$ cat src/rtl/io_uart_in.sv
// Memory-mapped 8N1 UART receiver on the dma_io bus with a byte FIFO and interrupt outputs.
// Optional parity checking is compiled in when UART_RX_PARITY_EN is defined.
`timescale 1ns/1ps
module io_uart_in #(
    parameter logic [13:0] BASE_ADR   = 14'h0300,
    parameter int          FIFO_DEPTH = 16,
    parameter logic [15:0] DIV_RESET  = 16'd434
) (
    input  logic        clk,
    input  logic        rst,
    input  logic        rx,
    input  logic        dma_io_we,
    input  logic [13:0] dma_io_wadr,
    input  logic [31:0] dma_io_wdata,
    input  logic [13:0] dma_io_radr,
    input  logic        dma_io_radr_en,
    input  logic [31:0] dma_io_rdata_in,
    output logic [31:0] dma_io_rdata,
    output logic        rx_interrupt_1shot,
    output logic        rx_irq
);
    localparam int AW = $clog2(FIFO_DEPTH);
    localparam int CW = AW + 1;

`ifdef UART_RX_PARITY_EN
    typedef enum logic [2:0] {
        ST_IDLE = 3'd0, ST_START = 3'd1, ST_DATA = 3'd2, ST_STOP = 3'd3, ST_PARITY = 3'd4
    } rx_state_t;

    function automatic logic parity_bit(input logic [7:0] data, input logic odd);
        return (^data) ^ odd;
    endfunction
`else
    typedef enum logic [2:0] {
        ST_IDLE = 3'd0, ST_START = 3'd1, ST_DATA = 3'd2, ST_STOP = 3'd3
    } rx_state_t;
`endif

    logic            rx_meta_r, rx_sync_r, rx_prev_r;
    rx_state_t       state_r;
    logic [15:0]     cnt_r, div_r, div_lat_r, div_eff_s;
    logic [2:0]      bit_idx_r;
    logic [7:0]      shift_r;
    logic            ctrl_en_r, ctrl_ie_r, ovr_r, ferr_r, perr_s, par_err_s;
    logic [7:0]      mem_r [FIFO_DEPTH];
    logic [AW-1:0]   wr_ptr_r, rd_ptr_r;
    logic [CW-1:0]   count_r;
    logic            hit_r, irq_1shot_r;
    logic [31:0]     rdata_r, rd_val_s;
    logic [13:0]     rd_off_s;
    logic            fall_s, stop_s, frame_ok_s, ferr_set_s, perr_set_s, ctrl_wr_s, div_wr_s;
    logic            flush_s, clr_s, hit_s, empty_s, full_s, pop_s, push_s, ovr_set_s;
    logic [3:2]      ctrl_par_s;
`ifdef UART_RX_PARITY_EN
    logic            ctrl_pen_r, ctrl_odd_r, par_err_r, perr_r;
    assign par_err_s  = par_err_r;
    assign perr_s     = perr_r;
    assign ctrl_par_s = {ctrl_odd_r, ctrl_pen_r};
`else
    assign par_err_s  = 1'b0;
    assign perr_s     = 1'b0;
    assign ctrl_par_s = 2'b00;
`endif

    assign div_eff_s  = (div_r < 16'd4) ? 16'd4 : div_r;
    assign fall_s     = rx_prev_r & ~rx_sync_r;
    assign stop_s     = ctrl_en_r && (state_r == ST_STOP) && (cnt_r == 16'd0);
    assign frame_ok_s = stop_s & rx_sync_r & ~par_err_s;
    assign ferr_set_s = stop_s & ~rx_sync_r;
    assign perr_set_s = stop_s & par_err_s;
    assign ctrl_wr_s  = dma_io_we && (dma_io_wadr == BASE_ADR + 14'd2);
    assign div_wr_s   = dma_io_we && (dma_io_wadr == BASE_ADR + 14'd3);
    assign flush_s    = ctrl_wr_s & dma_io_wdata[9];
    assign clr_s      = ctrl_wr_s & dma_io_wdata[8];
    assign rd_off_s   = dma_io_radr - BASE_ADR;
    assign hit_s      = dma_io_radr_en && (rd_off_s < 14'd4);
    assign empty_s    = (count_r == {CW{1'b0}});
    assign full_s     = (count_r == CW'(FIFO_DEPTH));
    assign pop_s      = hit_s && (rd_off_s[1:0] == 2'd0) && !empty_s;
    // A pop in the same cycle frees the slot, so a full FIFO still accepts the byte.
    assign push_s     = frame_ok_s && (!full_s || pop_s) && !flush_s;
    assign ovr_set_s  = frame_ok_s && full_s && !pop_s && !flush_s;

    assign dma_io_rdata       = hit_r ? rdata_r : dma_io_rdata_in;
    assign rx_interrupt_1shot = irq_1shot_r;
    assign rx_irq             = ctrl_ie_r & ~empty_s;

    // Two-stage synchroniser plus a delayed copy for falling-edge detection.
    always_ff @(posedge clk) begin
        if (rst) begin
            rx_meta_r <= 1'b1;
            rx_sync_r <= 1'b1;
            rx_prev_r <= 1'b1;
        end else begin
            rx_meta_r <= rx;
            rx_sync_r <= rx_meta_r;
            rx_prev_r <= rx_sync_r;
        end
    end

    // Receiver FSM: samples each bit at mid-period using the divisor latched at the start bit.
    always_ff @(posedge clk) begin
        if (rst) begin
            state_r   <= ST_IDLE;
            cnt_r     <= 16'd0;
            div_lat_r <= 16'd4;
            bit_idx_r <= 3'd0;
            shift_r   <= 8'd0;
`ifdef UART_RX_PARITY_EN
            par_err_r <= 1'b0;
`endif
        end else if (!ctrl_en_r) begin
            state_r <= ST_IDLE;
        end else begin
            case (state_r)
                ST_IDLE: begin
                    if (fall_s) begin
                        cnt_r     <= div_eff_s >> 1;
                        div_lat_r <= div_eff_s;
                        state_r   <= ST_START;
`ifdef UART_RX_PARITY_EN
                        par_err_r <= 1'b0;
`endif
                    end
                end
                ST_START: begin
                    if (cnt_r != 16'd0) begin
                        cnt_r <= cnt_r - 16'd1;
                    end else if (!rx_sync_r) begin
                        cnt_r     <= div_lat_r - 16'd1;
                        bit_idx_r <= 3'd0;
                        state_r   <= ST_DATA;
                    end else begin
                        state_r <= ST_IDLE;
                    end
                end
                ST_DATA: begin
                    if (cnt_r != 16'd0) begin
                        cnt_r <= cnt_r - 16'd1;
                    end else begin
                        shift_r <= {rx_sync_r, shift_r[7:1]};
                        cnt_r   <= div_lat_r - 16'd1;
                        if (bit_idx_r == 3'd7) begin
`ifdef UART_RX_PARITY_EN
                            state_r <= ctrl_pen_r ? ST_PARITY : ST_STOP;
`else
                            state_r <= ST_STOP;
`endif
                        end else begin
                            bit_idx_r <= bit_idx_r + 3'd1;
                        end
                    end
                end
`ifdef UART_RX_PARITY_EN
                ST_PARITY: begin
                    if (cnt_r != 16'd0) begin
                        cnt_r <= cnt_r - 16'd1;
                    end else begin
                        par_err_r <= (rx_sync_r != parity_bit(shift_r, ctrl_odd_r));
                        cnt_r     <= div_lat_r - 16'd1;
                        state_r   <= ST_STOP;
                    end
                end
`endif
                ST_STOP: begin
                    if (cnt_r != 16'd0) begin
                        cnt_r <= cnt_r - 16'd1;
                    end else begin
                        state_r <= ST_IDLE;
                    end
                end
                default: state_r <= ST_IDLE;
            endcase
        end
    end

    // Control and divisor registers.
    always_ff @(posedge clk) begin
        if (rst) begin
            ctrl_en_r <= 1'b0;
            ctrl_ie_r <= 1'b0;
            div_r     <= DIV_RESET;
`ifdef UART_RX_PARITY_EN
            ctrl_pen_r <= 1'b0;
            ctrl_odd_r <= 1'b0;
`endif
        end else begin
            if (ctrl_wr_s) begin
                ctrl_en_r <= dma_io_wdata[0];
                ctrl_ie_r <= dma_io_wdata[1];
`ifdef UART_RX_PARITY_EN
                ctrl_pen_r <= dma_io_wdata[2];
                ctrl_odd_r <= dma_io_wdata[3];
`endif
            end
            if (div_wr_s) begin
                div_r <= dma_io_wdata[15:0];
            end
        end
    end

    // Sticky error flags; a new error in the clearing cycle survives the clear.
    always_ff @(posedge clk) begin
        if (rst) begin
            ovr_r  <= 1'b0;
            ferr_r <= 1'b0;
`ifdef UART_RX_PARITY_EN
            perr_r <= 1'b0;
`endif
        end else begin
            if (clr_s) begin
                ovr_r  <= 1'b0;
                ferr_r <= 1'b0;
`ifdef UART_RX_PARITY_EN
                perr_r <= 1'b0;
`endif
            end
            if (ovr_set_s)  ovr_r  <= 1'b1;
            if (ferr_set_s) ferr_r <= 1'b1;
`ifdef UART_RX_PARITY_EN
            if (perr_set_s) perr_r <= 1'b1;
`endif
        end
    end

    // FIFO pointers and occupancy; flush overrides any push or pop.
    always_ff @(posedge clk) begin
        if (rst || flush_s) begin
            wr_ptr_r <= {AW{1'b0}};
            rd_ptr_r <= {AW{1'b0}};
            count_r  <= {CW{1'b0}};
        end else begin
            if (push_s) wr_ptr_r <= wr_ptr_r + AW'(1);
            if (pop_s)  rd_ptr_r <= rd_ptr_r + AW'(1);
            if (push_s && !pop_s)      count_r <= count_r + CW'(1);
            else if (pop_s && !push_s) count_r <= count_r - CW'(1);
        end
    end

    // FIFO storage.
    always_ff @(posedge clk) begin
        if (push_s) mem_r[wr_ptr_r] <= shift_r;
    end

    // Register read mux, evaluated in the strobe cycle.
    always_comb begin
        rd_val_s = 32'd0;
        case (rd_off_s[1:0])
            2'd0:    rd_val_s = empty_s ? 32'd0 : {23'd0, 1'b1, mem_r[rd_ptr_r]};
            2'd1:    rd_val_s = {16'd0, 8'(count_r), 3'd0, perr_s, ferr_r, ovr_r, full_s, empty_s};
            2'd2:    rd_val_s = {28'd0, ctrl_par_s, ctrl_ie_r, ctrl_en_r};
            2'd3:    rd_val_s = {16'd0, div_r};
            default: rd_val_s = 32'd0;
        endcase
    end

    // Registered read data and interrupt pulse.
    always_ff @(posedge clk) begin
        if (rst) begin
            hit_r       <= 1'b0;
            rdata_r     <= 32'd0;
            irq_1shot_r <= 1'b0;
        end else begin
            hit_r       <= hit_s;
            rdata_r     <= rd_val_s;
            irq_1shot_r <= push_s & ctrl_ie_r;
        end
    end
endmodule

$ cat config.mk
export PLATFORM = sky130hd
export DESIGN_NAME = io_uart_in
export DESIGN_NICKNAME = d
export VERILOG_FILES = /design/src/rtl/io_uart_in.sv
export SDC_FILE = /design/constraint.sdc
export NUM_CORES = 1
export LEC_CHECK = 0
export ABC_AREA = 1
export CAP_MARGIN = 20
export CORE_ASPECT_RATIO = 0.9
export CORE_UTILIZATION = 31
export DETAILED_ROUTE_END_ITERATION = 10
export GPL_ROUTABILITY_DRIVEN = 0
export PLACE_DENSITY = 0.59
export SLEW_MARGIN = 40
export SYNTH_ARGS = -nofsm -noshare
export SYNTH_HDL_FRONTEND = slang
export SYNTH_SLANG_ARGS = --single-unit
export TNS_END_PERCENT = 100
$ cat constraint.sdc
create_clock -name clk -period 3.4 [get_ports clk]
set_input_delay 1.02 -clock clk [delete_from_list [all_inputs] [get_ports clk]]
set_output_delay 1.02 -clock clk [all_outputs]
set_load 0.05 [all_outputs]
# Word-level counts from Yosys, hierarchy flattened
# Memory sizes are Yosys's and may differ from the RTL's. A register that Yosys moved wholly into a read port is not among the register bits.
# Cells that the tools add are included.
# totals
mem_count	1
inputBits	97
out_inout_bits	34
regBits	116
mem_bits_rw	128
# memory_table
name	words	word_bits	read_ports	rd_ports_with_merged_regs	wr	line_no	text
mem_r	16	8	1	1	1	45	logic [7:0] mem_r [FIFO_DEPTH];
# op_classes
n_bitwise	11
eq_ne	19
n_addsub	8
muxes	31
reduce_logical	37
magnitude_cmp	2
# ops
operator	n
32-bit case mux with 4 select lines	1
16-bit two-way mux	6
16-bit case mux with 4 select lines	1
32-bit two-way mux	1
16-bit by 1-bit subtractor with 16-bit output (second input constant)	2
14-bit by 10-bit equality test with 1-bit output (second input constant)	2
3-bit two-way mux	9
16-bit logical NOT	1
16-bit by 3-bit < comparator with 1-bit output (second input constant)	1
16-bit nonzero test	1
1-bit logical AND	14
14-bit by 3-bit < comparator with 1-bit output (second input constant)	1
2-bit != test (second input constant)	7
14-bit by 10-bit subtractor with 14-bit output (second input constant)	1
3-bit case mux with 4 select lines	1
5-bit two-way mux	2
5-bit AND reduction	2
9-bit two-way mux	1
4-bit by 1-bit adder with 4-bit output (second input constant)	2
4-bit two-way mux	2
2-bit nonzero test	4
1-bit AND	7
3-bit by 2-bit equality test with 1-bit output (second input constant)	2
3-bit case mux with 2 select lines	1
other kinds (22)	36

# Depth between registers and ports, before layout
# logic_depth
word_depth	12
mapped_depth	19

# Least setup slack after synthesis
# OpenSTA, ideal clock, no wires.
# synth_timing
kind	input-to-reg
from	input port dma_io_radr[7]
to	register count_r[4]
t_arrival_ns	3.369
setup_time_ns	0.119
slack_ns	-0.088
path_stages	16
cell_sequence	or2_2 > nor3_2 > nand3_1 > nand2_1 > buf_6 > and3_2 > ha_1 > inv_1 > fa_1 > a21o_1 > a21oi_1 > nor2_1 > nor2_1 > nand2_1 > o21ai_0 > a21oi_1
# synth_between
elab_chain_len	11
# synth_rtl
element	line_no	text
start, declared	15	input logic [13:0] dma_io_radr,
14-bit by 10-bit subtractor with 14-bit output (*)	75	assign rd_off_s = dma_io_radr - BASE_ADR;
14-bit by 3-bit < comparator with 1-bit output (*)	76	assign hit_s = dma_io_radr_en && (rd_off_s < 14'd4);
1-bit logical AND (*)	76	
1-bit logical AND (*) (2 in series)	79	assign pop_s = hit_s && (rd_off_s[1:0] == 2'd0) && !empty_s;
1-bit logical OR (*)	81	assign push_s = frame_ok_s && (!full_s || pop_s) && !flush_s;
1-bit logical AND (*) (2 in series)	81	
via push_s	52	logic flush_s, clr_s, hit_s, empty_s, full_s, pop_s, push_s, ovr_set_s;
1-bit logical NOT	236	else if (pop_s && !push_s) count_r <= count_r - CW'(1);
1-bit logical AND	236	
2-bit nonzero test (no line)	--	
end signal, assigned	231	count_r <= {CW{1'b0}};
end signal, assigned	235	if (push_s && !pop_s) count_r <= count_r + CW'(1);
end signal, assigned	236	
end, declared	47	logic [CW-1:0] count_r;
# The timed path passes the listed nets; every way through them passes the cells marked *.
# A chain may end at the register's enable or synchronous reset.

# Worst setup path in the final report
# layout_timing
from	register count_r[0]
to	output port rx_irq
# layout_between
elab_chain_len	3
# layout_rtl
element	line_no	text
5-bit logical NOT	77	assign empty_s = (count_r == {CW{1'b0}});
1-bit NOT	86	assign rx_irq = ctrl_ie_r & ~empty_s;
1-bit AND	86	
end, declared	20	output logic rx_irq
# No other way between the ends.

==> reports/metrics.csv <==
metric,value,unit
width of the die,203,µm
Fill cells,3490,
gr busiest metal,met2,
Critical Path Start Type,flop,
"Seq/Total Area, Yosys",52.6,%
final-report hold violation count,0,
Pre-antenna DRT Iters,7,
hold path cells,1,
CP bufs+invs,2,
Post-CTS Resized,0,
Worst Max-Slew Pin Slew,741,ps
Final ANT Viol Nets,0,
"Period Utilization, post-route",95.0,%
Core ar.,0.0354,mm²
PwrDens,428,mW/mm²
"Req. time, crit path",2380,ps
first-pass GRT wire length,48.1,mm
vias in the first global route,8695,
R2R depth,19,
GR Overflow Total,0,
fraction of registers with async set/reset,0,%
CTS buffer count,25,
Vias,9208,
# DRC,0,
P_leak,0.00570,µW
# setup viols final,0,
Yosys warnings,0,
Max Clock Freq,310,MHz
worst hold path type,flop to flop,
Post-Synthesis Cells,1310,
setup repair bufs after CTS,0,
crit path DAT,2210,ps
Initial Util,31.7,%
Slowest Stage Delay on Critical Path,810,ps
initial antenna violation count,0,
Seq cells post-synth,231,
final core occ,40.7,%
Vias/cell,4.74,
worst skew pair latency,540,ps
fin. max-slew vios,0,
Hold Path Sink,rx_sync_r,
hold slack final,412,ps
TNS Setup,0,ps
worst path cell trace,"nor2_1, nand4_1, nand2_1, inv_1, clkdlybuf4s50_1",
outcome,completed,
total power,6160,µW
final setup skew,20.5,ps
Die Ht,182,µm
RSZ-0062 raised after global routing,false,
"CTS clk-pin slew, worst paths",60,ps
Setup CP Type,flop to output port,
layout net count,1572,
pre-CTS setup slack,-384,ps
reg-to-reg endpoint,count_r[4],
Synth Cell Area,0.0112,mm²
H-tree levels,1,
CTS tree,done,
most used flip-flop cell after synthesis,edfxtp_1,
DR iter-0 viols,681,
GR Layer Usage met2,26.3,%
r2r setup slk,330,ps
port bufs,114,
CTS Hold Bufs,0,
Area Growth Syn to Fin,28.2,%
MaxCap Viol Count,0,
worst vdd ir,0.000316,V
Root Driver,clkbuf_16,
All-Layer GR Usage,16.5,%
grt met3 use,1.89,%
Worst Min Path Start,rx_meta_r,
Tmin final,3230,ps
io pins,131,
R2R Path Start,cnt_r[0],
CP top delay family,buffers and inverters,
CP max FO,5,
antenna cells,0,
final wirelength,30.4,mm
CTS Sinks,231,
Critical-path top delay cell,clkdlybuf4s50_1,
pin count of the biggest net entering global routing,69,
worst setup margin,170,ps
Worst Setup End Kind,output port,
synthesized area per cell,8.56,µm²
Mapped Nets,1426,
WL per Instance,15.6,µm
met1 usage,23.6,%
Synth cell types,47,
relative slew slack,50.5,%
"EDFF count, synth",128,
post-DP HPWL,21.8,mm
clk buf depth,3,
Die Area,0.0370,mm²
share of cells above drive strength 1,12.8,%
num rows,65,
-- through the flow --
stage	area, µm²	instances
after floorplan	11300	1310
after global routing	14400	1944
after CTS	14400	1944
after detailed placement	13500	1898
after global placement	13500	1898
final	14400	1944
-- registers in the layout, summed over array words and instances, names as in the netlist, 2 cells and up, named ones only --
signal and count:
state_r 2, div_r 16, count_r 5, wr_ptr_r 4, rd_ptr_r 4, div_lat_r 16, shift_r 8, cnt_r 16
rdata_r 16, bit_idx_r 3, mem_r 128
-- logic make-up (layout without fill, tap and decap cells) --
logic type	count (synthesis)	after routing	synth area share, %
buffers and inverters	236	401	8.27
adder cells (fa/ha/maj)	19	19	2.19
AO/OA/AOI/OAI	264	264	12.9
flip-flops	231	231	52.6
multiplexers	16	16	1.61
AND/OR/NAND/NOR	526	526	21.0
XOR/XNOR	18	18	1.41
-- layout by cell type (no fill, tap or decap), types with 14 or more instances in the layout --
cell type	count
buf_12	32
nand2_1	239
nor2_1	126
ha_1	16
clkdlybuf4s50_1	81
buf_4	60
o21ai_0	88
nand3_1	98
clkbuf_16	25
a21oi_1	124
edfxtp_1	128
inv_1	176
mux2_2	16
dfxtp_1	101
nand4_1	14
o211ai_1	27
-- routing by layer --
metal  up-vias  share of wire (%)
met4         0                2.0
met3        33                4.7
met2       232                 45
met1      4279                 48
li1       4664                  -
met5         -                  0
-- report_power, final --
group / total, µW / internal, µW / switching [µW]
Sequential: 2920 / 2920 / 1.60
Clock: 2890 / 1740 / 1150
Combinational: 347 / 186 / 161
Total: 6160 / 4840 / 1320
-- worst max path at each step --
| stage | from | end | slack (ps) | depth (start not counted) |
|---|---|---|---|---|
| after detailed placement | dma_io_radr[5] | count_r[4] | -380 | 16 |
| after CTS | count_r[0] | rx_irq | 140 | 5 |
| after global routing | dma_io_radr[7] | count_r[4] | 20 | 16 |
| after global placement | dma_io_radr[5] | count_r[4] | -400 | 16 |
| after floorplan | dma_io_radr[5] | count_r[4] | 5 | 16 |
| final | count_r[0] | rx_irq | 170 | 5 |
-- worst register-to-register path, cell delays in order, from the launching register on --
cell	delay, ps
dfxtp_1	330
inv_1	150
ha_1	260
nand2_1	120
nor2_4	160
nand2_4	110
nor2_4	180
nand2_4	100
nor2_8	100
and3_2	210
ha_4	140
inv_2	70
fa_2	340
a21o_1	170
a21oi_2	130
nor2_1	50
nor2_1	80
nand2_1	70
o21ai_0	150
a21oi_1	50
-- cells in the mapped netlist, types with 4 or more instances --
cell	number	area, µm²
nand2_1	240	901
nor3_1	7	35.0
nand4_1	14	87.6
a21oi_1	125	626
nor2_2	4	25.0
o211ai_1	27	203
dfxtp_1	103	2060
nor3_2	4	40.0
o21ai_0	88	440
buf_1	5	18.8
edfxtp_1	128	3840
buf_2	7	35.0
nand3_1	99	495
xnor2_1	9	78.8
a211oi_1	12	90.1
nor2_4	4	45.0
nand3b_1	6	45.0
mux2_2	16	180
clkbuf_1	38	143
inv_1	177	664
ha_1	18	225
buf_6	4	45.0
or2_2	5	31.3
nor2_1	126	473
xor2_1	9	78.8
-- final cells by class --
| cell class | count | area (µm²) | share of cell area, % |
|---|---|---|---|
| clock buffers | 28 | 637 | 4.43 |
| clock inverters | 18 | 235 | 1.64 |
| inverters | 181 | 679 | 4.72 |
| multi-input cells | 843 | 4430 | 30.8 |
| flip-flops and latches | 231 | 5910 | 41.1 |
| well taps | 469 | 587 | 4.08 |
| repair buffers | 174 | 1910 | 13.3 |
(Power assumes the default switching activity.)
